===== src/rtl/main_control_fsm_pkg.sv =====
// Shared definitions for the multi-cycle MIPS main control unit: opcodes, ALUOp codes,
// mux encodings, state codes and the packed control vector.
package main_control_fsm_pkg;

    localparam logic [5:0] OP_RTYPE = 6'b000000;
    localparam logic [5:0] OP_J     = 6'b000010;
    localparam logic [5:0] OP_BEQ   = 6'b000100;
    localparam logic [5:0] OP_ADDI  = 6'b001000;
    localparam logic [5:0] OP_SLTI  = 6'b001010;
    localparam logic [5:0] OP_ANDI  = 6'b001100;
    localparam logic [5:0] OP_ORI   = 6'b001101;
    localparam logic [5:0] OP_LW    = 6'b100011;
    localparam logic [5:0] OP_SW    = 6'b101011;

    // ALUOp codes are also consumed by the ALU control decoder
    localparam logic [2:0] ALU_ADD   = 3'b000;
    localparam logic [2:0] ALU_OR    = 3'b001;
    localparam logic [2:0] ALU_RTYPE = 3'b010;
    localparam logic [2:0] ALU_AND   = 3'b011;
    localparam logic [2:0] ALU_SUB   = 3'b110;
    localparam logic [2:0] ALU_SLT   = 3'b111;

    localparam logic [1:0] SRCB_RT      = 2'b00;
    localparam logic [1:0] SRCB_FOUR    = 2'b01;
    localparam logic [1:0] SRCB_IMM     = 2'b10;
    localparam logic [1:0] SRCB_IMM_SH2 = 2'b11;

    localparam logic [1:0] PCSRC_ALU    = 2'b00;
    localparam logic [1:0] PCSRC_ALUOUT = 2'b01;
    localparam logic [1:0] PCSRC_JUMP   = 2'b10;

    typedef enum logic [3:0] {
        S_FETCH  = 4'd0,
        S_DECODE = 4'd1,
        S_MEMADR = 4'd2,
        S_MEMRD  = 4'd3,
        S_MEMWB  = 4'd4,
        S_MEMWR  = 4'd5,
        S_RTEX   = 4'd6,
        S_RTWB   = 4'd7,
        S_BEQ    = 4'd8,
        S_IEX    = 4'd9,
        S_IWB    = 4'd10,
        S_JUMP   = 4'd11
    } state_t;

    typedef struct packed {
        logic       pc_write;
        logic       pc_write_cond;
        logic       i_or_d;
        logic       mem_read;
        logic       mem_write;
        logic       ir_write;
        logic       mem_to_reg;
        logic       reg_dst;
        logic       reg_write;
        logic       alu_src_a;
        logic [1:0] alu_src_b;
        logic [2:0] alu_op;
        logic [1:0] pc_src;
    } ctrl_t;

    function automatic logic [2:0] imm_alu_op(input logic [5:0] op);
        case (op)
            OP_ORI:  return ALU_OR;
            OP_ANDI: return ALU_AND;
            OP_SLTI: return ALU_SLT;
            default: return ALU_ADD;
        endcase
    endfunction

endpackage


===== src/rtl/main_control_outdec.sv =====
// Combinational output decoder: maps the current state (plus the latched opcode and
// memory handshake) onto the datapath control vector.
module main_control_outdec
    import main_control_fsm_pkg::*;
(
    input  state_t     state,
    input  logic [5:0] op_q,
    input  logic       mem_rdy,
    output ctrl_t      ctrl
);

    always_comb begin
        ctrl = '0;
        case (state)
            S_FETCH: begin
                // PC and IR only load once the fetched word is actually there
                ctrl.mem_read  = 1'b1;
                ctrl.alu_src_b = SRCB_FOUR;
                ctrl.ir_write  = mem_rdy;
                ctrl.pc_write  = mem_rdy;
            end
            S_DECODE: begin
                ctrl.alu_src_b = SRCB_IMM_SH2;
            end
            S_MEMADR: begin
                ctrl.alu_src_a = 1'b1;
                ctrl.alu_src_b = SRCB_IMM;
            end
            S_MEMRD: begin
                ctrl.mem_read = 1'b1;
                ctrl.i_or_d   = 1'b1;
            end
            S_MEMWR: begin
                ctrl.mem_write = 1'b1;
                ctrl.i_or_d    = 1'b1;
            end
            S_MEMWB: begin
                ctrl.reg_write  = 1'b1;
                ctrl.mem_to_reg = 1'b1;
            end
            S_RTEX: begin
                ctrl.alu_src_a = 1'b1;
                ctrl.alu_op    = ALU_RTYPE;
            end
            S_RTWB: begin
                ctrl.reg_write = 1'b1;
                ctrl.reg_dst   = 1'b1;
            end
            S_BEQ: begin
                ctrl.alu_src_a     = 1'b1;
                ctrl.alu_op        = ALU_SUB;
                ctrl.pc_write_cond = 1'b1;
                ctrl.pc_src        = PCSRC_ALUOUT;
            end
            S_IEX: begin
                ctrl.alu_src_a = 1'b1;
                ctrl.alu_src_b = SRCB_IMM;
                ctrl.alu_op    = imm_alu_op(op_q);
            end
            S_IWB: begin
                ctrl.reg_write = 1'b1;
            end
            S_JUMP: begin
                ctrl.pc_write = 1'b1;
                ctrl.pc_src   = PCSRC_JUMP;
            end
            default: ctrl = '0;
        endcase
    end

endmodule


===== src/rtl/main_control_fsm.sv =====
// Multi-cycle MIPS main control FSM: state register, latched opcode, sticky illegal-opcode
// flag and next-state sequencing; outputs come from main_control_outdec.
module main_control_fsm
    import main_control_fsm_pkg::*;
#(
    parameter bit MEM_WAIT_EN = 1'b1
) (
    input  logic       clk,
    input  logic       reset,
    input  logic [5:0] opcode,
    input  logic       mem_ready,
    output logic       pc_write,
    output logic       pc_write_cond,
    output logic       i_or_d,
    output logic       mem_read,
    output logic       mem_write,
    output logic       ir_write,
    output logic       mem_to_reg,
    output logic       reg_dst,
    output logic       reg_write,
    output logic       alu_src_a,
    output logic [1:0] alu_src_b,
    output logic [2:0] alu_op,
    output logic [1:0] pc_src,
    output logic       illegal_op,
    output logic [3:0] state
);

    state_t     state_q;
    state_t     state_d;
    logic [5:0] op_q;
    logic       illegal_q;
    logic       illegal_d;
    logic       mem_rdy;
    ctrl_t      ctrl;

    assign mem_rdy = MEM_WAIT_EN ? mem_ready : 1'b1;

    // opcode is only trusted while in DECODE; everything after that steers from op_q
    always_ff @(posedge clk) begin
        if (reset) begin
            state_q   <= S_FETCH;
            op_q      <= '0;
            illegal_q <= 1'b0;
        end else begin
            state_q <= state_d;
            if (state_q == S_DECODE) begin
                op_q <= opcode;
            end
            if (illegal_d) begin
                illegal_q <= 1'b1;
            end
        end
    end

    always_comb begin
        state_d   = S_FETCH;
        illegal_d = 1'b0;
        case (state_q)
            S_FETCH:  state_d = mem_rdy ? S_DECODE : S_FETCH;
            S_DECODE: begin
                case (opcode)
                    OP_LW, OP_SW:                       state_d = S_MEMADR;
                    OP_RTYPE:                           state_d = S_RTEX;
                    OP_BEQ:                             state_d = S_BEQ;
                    OP_ADDI, OP_ORI, OP_ANDI, OP_SLTI:  state_d = S_IEX;
                    OP_J:                               state_d = S_JUMP;
                    default: begin
                        state_d   = S_FETCH;
                        illegal_d = 1'b1;
                    end
                endcase
            end
            S_MEMADR: state_d = (op_q == OP_SW) ? S_MEMWR : S_MEMRD;
            S_MEMRD:  state_d = mem_rdy ? S_MEMWB : S_MEMRD;
            S_MEMWR:  state_d = mem_rdy ? S_FETCH : S_MEMWR;
            S_RTEX:   state_d = S_RTWB;
            S_IEX:    state_d = S_IWB;
            default:  state_d = S_FETCH;
        endcase
    end

    main_control_outdec u_outdec (
        .state   (state_q),
        .op_q    (op_q),
        .mem_rdy (mem_rdy),
        .ctrl    (ctrl)
    );

    assign pc_write      = ctrl.pc_write;
    assign pc_write_cond = ctrl.pc_write_cond;
    assign i_or_d        = ctrl.i_or_d;
    assign mem_read      = ctrl.mem_read;
    assign mem_write     = ctrl.mem_write;
    assign ir_write      = ctrl.ir_write;
    assign mem_to_reg    = ctrl.mem_to_reg;
    assign reg_dst       = ctrl.reg_dst;
    assign reg_write     = ctrl.reg_write;
    assign alu_src_a     = ctrl.alu_src_a;
    assign alu_src_b     = ctrl.alu_src_b;
    assign alu_op        = ctrl.alu_op;
    assign pc_src        = ctrl.pc_src;
    assign illegal_op    = illegal_q;
    assign state         = state_q;

endmodule


===== config.mk =====
export PLATFORM = sky130hd
export DESIGN_NAME = main_control_fsm
export DESIGN_NICKNAME = d
export VERILOG_FILES = /design/src/rtl/main_control_fsm_pkg.sv /design/src/rtl/main_control_outdec.sv /design/src/rtl/main_control_fsm.sv
export SDC_FILE = /design/constraint.sdc
export NUM_CORES = 1
export LEC_CHECK = 0
export CAP_MARGIN = 0
export CORE_UTILIZATION = 41
export CTS_CLUSTER_DIAMETER = 200
export DETAILED_ROUTE_END_ITERATION = 10
export PLACE_DENSITY = 0.86
export SETUP_SLACK_MARGIN = 0.3
export SLEW_MARGIN = 10
export SYNTH_ARGS = -nofsm -noshare
export SYNTH_HDL_FRONTEND = slang
export SYNTH_HIERARCHICAL = 1
export SYNTH_SLANG_ARGS = --single-unit

===== constraint.sdc =====
create_clock -name clk -period 1.89 [get_ports clk]
set_input_delay 0.378 -clock clk [delete_from_list [all_inputs] [get_ports clk]]
set_output_delay 0.378 -clock clk [all_outputs]
set_load 0.005 [all_outputs]

### After elaboration in Yosys (flattened, before gate mapping)

Cells that the tools add are included.

* register bits: 11
* bits in latches: 0
* bits in writable memories: 0
* bits in read-only memories: 0
* input bits: 9
* output and inout bits: 22
* logic and storage cells: 58
* memories kept: 0

* add/subtract/negate cells: 0
* multipliers: 0
* div/mod/pow operators: 0
* magnitude comparators: 0
* eq/ne operators: 23
* shift operators: 0
* multiplexer cells: 22
* bitwise operators: 0
* reductions and logical operators: 10

Operators with widths (number)
* == test 6 x 4 -> 1 bit (second input constant): 7
* case mux 4 bit (7 select lines): 1
* case mux 4 bit (5 select lines): 1
* == test 6 bit (second input constant): 3
* case mux 3 bit (3 select lines): 2
* == test 4 x 3 -> 1 bit (second input constant): 4
* == test 4 bit (second input constant): 4
* 2-to-1 mux 1 bit: 12
* 2-to-1 mux 3 bit: 3
* OR reduction 9 bit: 1
* == test 4 x 2 -> 1 bit (second input constant): 2
* OR reduction 2 bit: 4
* OR reduction 4 bit: 2
* == test 6 x 2 -> 1 bit (second input constant): 1
* == test 6 x 3 -> 1 bit (second input constant): 1
* logical NOT 6 bit: 1
* case mux 2 bit (3 select lines): 1
* == test 4 x 1 -> 1 bit (second input constant): 1
* logical NOT 4 bit: 1
* case mux 2 bit (2 select lines): 1
* OR reduction 3 bit: 1
* case mux 1 bit (2 select lines): 1

### Longest topological paths before layout

* word-level depth: 4
* gate-level depth with buffers: 6
* gate-level depth less buffers: 4

### Cells and area by module

The synthesis kept the hierarchy.

By module, submodules not included
* main_control_fsm: instances 1, cells each 81, area an instance 631.9 µm², seq. area each 220.2 µm²
* main_control_outdec: instances 1, cells each 41, area an instance 261.5 µm², seq. area each 0.0 µm²

### Worst setup path before layout

Ideal clock, no wire load.

* path type: reg2out
* start point: reg state_q[0] (netlist: state[0])
* end point: out alu_op[2]
* arrival: 1331 ps
* required time: 1512 ps
* setup slack: 181 ps
* stages on the path, launching flop included: 4
* buffers on the path: 0
* cells stage by stage: dfxtp_1 inv_2 or4b_4 o21bai_2

* word-level cells in the longest chain between the ends: 2
* elaborated cells on any way between the ends: 4
* those cells by class: eq/ne (3); mux (1)

Ends and longest elaborated chain
* start: declaration: RTL line main_control_fsm.sv:29 `state_t state_q;`
* start signal: assignment: RTL line main_control_fsm.sv:46 `state_q <= state_d;`
* == test 4 bit or == test 4 x 3 -> 1 bit (tied branches): RTL line main_control_outdec.sv:14 `case (state)`
* case mux 3 bit (3 select lines) (*): RTL line main_control_outdec.sv:14
* end: declaration: RTL line main_control_fsm.sv:23 `output logic [2:0] alu_op,`

Mark *: on every way between the ends. The rest lies on a longest branch, timed or not.

### Worst setup path after layout

* start point: reg op_q[5]
* end point: out alu_op[0]

* word-level cells in the longest chain between the ends: 3
* elaborated cells on any way between the ends: 5
* those cells by class: eq/ne (3); mux (2)

Ends and longest elaborated chain
* start: declaration: RTL line main_control_fsm.sv:31 `logic [5:0] op_q;`
* start signal: assignment: RTL line main_control_fsm.sv:48 `op_q <= opcode;`
* == test 6 x 4 -> 1 bit: RTL line main_control_fsm_pkg.sv:64 `case (op)`
* case mux 3 bit (3 select lines) (*): RTL line main_control_fsm_pkg.sv:64
* case mux 3 bit (3 select lines) (*): RTL line main_control_outdec.sv:14

Marks and branches as above.

==> results.json <==
{
  "ys_seq_area_share_pct": 24.6,
  "clock_sinks": 11,
  "finalSetupViolations": 9,
  "dr.pass1.iters": 6,
  "fin_crit_sh_pct": 111,
  "cp_data_required_time_ns": 1.51,
  "cts_buffers": 3,
  "slew_viol_final": 0,
  "synth_area_um2": 893,
  "syn_inst": 122,
  "ys_seq_elements": 11,
  "clk_pin_slew_ns": 0.09,
  "hold_ws_ns": 0.513,
  "fin_nets": 212,
  "root_buffer": "clkbuf_4",
  "routed_wl_mm": 5.55,
  "synth_area_leader_cell": "dfxtp_1",
  "avgSynthCellArea_um2": 7.32,
  "async_flop_share_pct": 0,
  "vias": 1548,
  "critPathArrivalTime_ns": 1.72,
  "design_area_um2": 1920,
  "use_met3_pct": 7.86,
  "core.rowCount": 16,
  "placedInstanceArea_um2": 1330,
  "max_slew_margin_pct": 63.0,
  "drc": 0,
  "crit_path_max_fanout": 2,
  "grt_overflow": 0,
  "via_per_inst": 6.76,
  "hold_viol_final": 0,
  "drtAntennaViolNets": 0,
  "ff2ff_setup_slack_ns": -0.06,
  "grt_max_degree": 12,
  "core_um2": 2000,
  "dieArea_um2": 2370,
  "p_leak_nw": 0.824,
  "n_antenna_cell": 0,
  "crit_slowest_cell": "or4b_4",
  "wl_per_cell_um": 24.3,
  "busiest_layer": "met2",
  "antenna_found_initial": 0,
  "final_cell_count_no_fill": 229,
  "place_congestion": 0.868,
  "grtUsageMet2_pct": 61.8,
  "synth.most_common_cell": "nand2_1",
  "portBuffers": 30,
  "synth_area_leaders": "dfxtp_1 (25%), a21oi_1 (7.8%), nand2_1 (6.7%)",
  "violations": "negative setup slack",
  "critPathCaptureType": "output pin",
  "clockBufferDepth": 2,
  "synth_cell_type_count": 47,
  "cts_htree_levels": 1,
  "ys.flop_type": "dfxtp_1",
  "drt_iter0_markers": 145,
  "setup_slack_ns": -0.205,
  "synth_edf_count": 0,
  "maxCapViolations": 0,
  "power_density_nw_per_um2": 358,
  "cp-start-kind": "register",
  "status": "finished with violations",
  "final.setup_skew_ns": 0.0114,
  "die_h_um": 48.7,
  "use_met1_pct": 34.9,
  "synth_common_cells": "nand2_1 (16), a21oi_1 (14), nor2_1 (14)",
  "hold_path.class": "register to register",
  "worst_pin_slew_ns": 0.547,
  "grt_setup_unrepaired": "yes",
  "hold_buffers": 0,
  "crit_path_max_incr_delay_ns": 0.50,
  "dpl.cell_count": 192,
  "critPathKind": "register to output pin",
  "cts_tree": "done",
  "dp_hpwl_mm": 1.89,
  "grt_pass1_wl_mm": 6.32,
  "drive_above_1_share_pct": 62.9,
  "period_minus_slack_ns": 2.09,
  "peakVddDrop_uv": 490,
  "syn-num-nets": 131,
  "yosysWarnings": 6,
  "fmax_mhz": 477,
  "clock_latency_ns": 0.29,
  "worstPathCellList": "nor3b_4, or4b_4, buf_6, a21oi_2, buf_2",
  "die_x_um": 48.7,
  "total_power_w": 0.000688,
  "synth_top_area_share_pct": 24.6,
  "area_growth_pct": 115,
  "fin_util_pct": 95.9,
  "gr-usage-all-layers_pct": 35.0,
  "io_pins": 31,
  "start_util_pct": 44.6,
  "grt_pass1_vias": 1373
}
==> cells by family (layout without fill, tap and decap cells) <==
family / after synthesis / after routing / share of synthesized area [%]
and+or+nand+nor: 66 / 66 / 42.3
muxes: 2 / 2 / 2.24
AOI/OAI and AO/OA: 30 / 30 / 21.9
DFF: 11 / 11 / 24.6
xor gates and xnor gates: 2 / 2 / 1.96
buffers and inverters: 11 / 91 / 7.00
==> cell type report <==
cell class / count / area (um2)
well taps: 27 / 33.8
multi-input cells: 100 / 828
flip-flops and latches: 11 / 234
repair buffers: 83 / 782
fillers: 48 / 82.6
inverters: 4 / 15.0
clock buffers: 4 / 26.3
==> stage by stage <==
stage / worst slack [ns] / TNS (ns)
detailed placement: -0.187 / -0.476
global placement: -0.159 / -0.369
finish: -0.205 / -0.873
global route: -0.323 / -1.17
CTS: -0.0884 / -0.172
floorplan: 0.274 / 0
==> layer usage <==
layer	part of all wire, %	routed length [um]
met3	11	610
met2	45	2490
met4	11	635
met1	33	1820
met5	0	0
==> placed cells by master, fill, tap and decap left out, types with 4 or more instances in the layout <==
master	n
buf_6	28
buf_4	20
buf_2	14
a21oi_2	10
nor2_1	9
clkdlybuf4s50_1	8
nand2_1	7
buf_8	7
nand2_4	5
dfxtp_2	5
nand2_2	4
nand2b_1	4
a21oi_1	4
dfxtp_1	4
nor2_4	4
==> final timing paths <==
check / startpoint / depth (start not counted) / end
setup / recovery: op_q[5]$_SDFFE_PP0P_ / 5 / alu_op[0]
hold / removal: illegal_op$_SDFFE_PP0P_ / 2 / illegal_op$_SDFFE_PP0P_
setup reg to reg: state[2]$_SDFF_PP0_ / 9 / state[1]$_SDFF_PP0_
hold reg to reg: illegal_op$_SDFFE_PP0P_ / 2 / illegal_op$_SDFFE_PP0P_
==> sequential cells by signal (all words and copies together) (netlist names) <==
name and cells:
illegal_op 1, op_q 6, state 4
==> power by group <==
group | total (W) | internal [W] | switching [W]
logic | 0.000250 | 0.000122 | 0.000128
registers | 0.000255 | 0.000241 | 0.0000139
clock network | 0.000183 | 0.0000822 | 0.000101
total | 0.000688 | 0.000445 | 0.000243
==> critical path, delay by kind of cell (launching register included) <==
family                 cells  cell delay [ns]
AOI/OAI and AO/OA          1             0.13
buffers and inverters      2             0.28
DFF                        1             0.34
and+or+nand+nor            2             0.69
==> what timing repair did <==
action                                  CTS  global route
setup buffers                            23            10
endpoints found under the setup margin   27            28
pin swaps                                26            17
resized for setup                       149            29
Note: power is estimated with default switching activity, not from simulation.
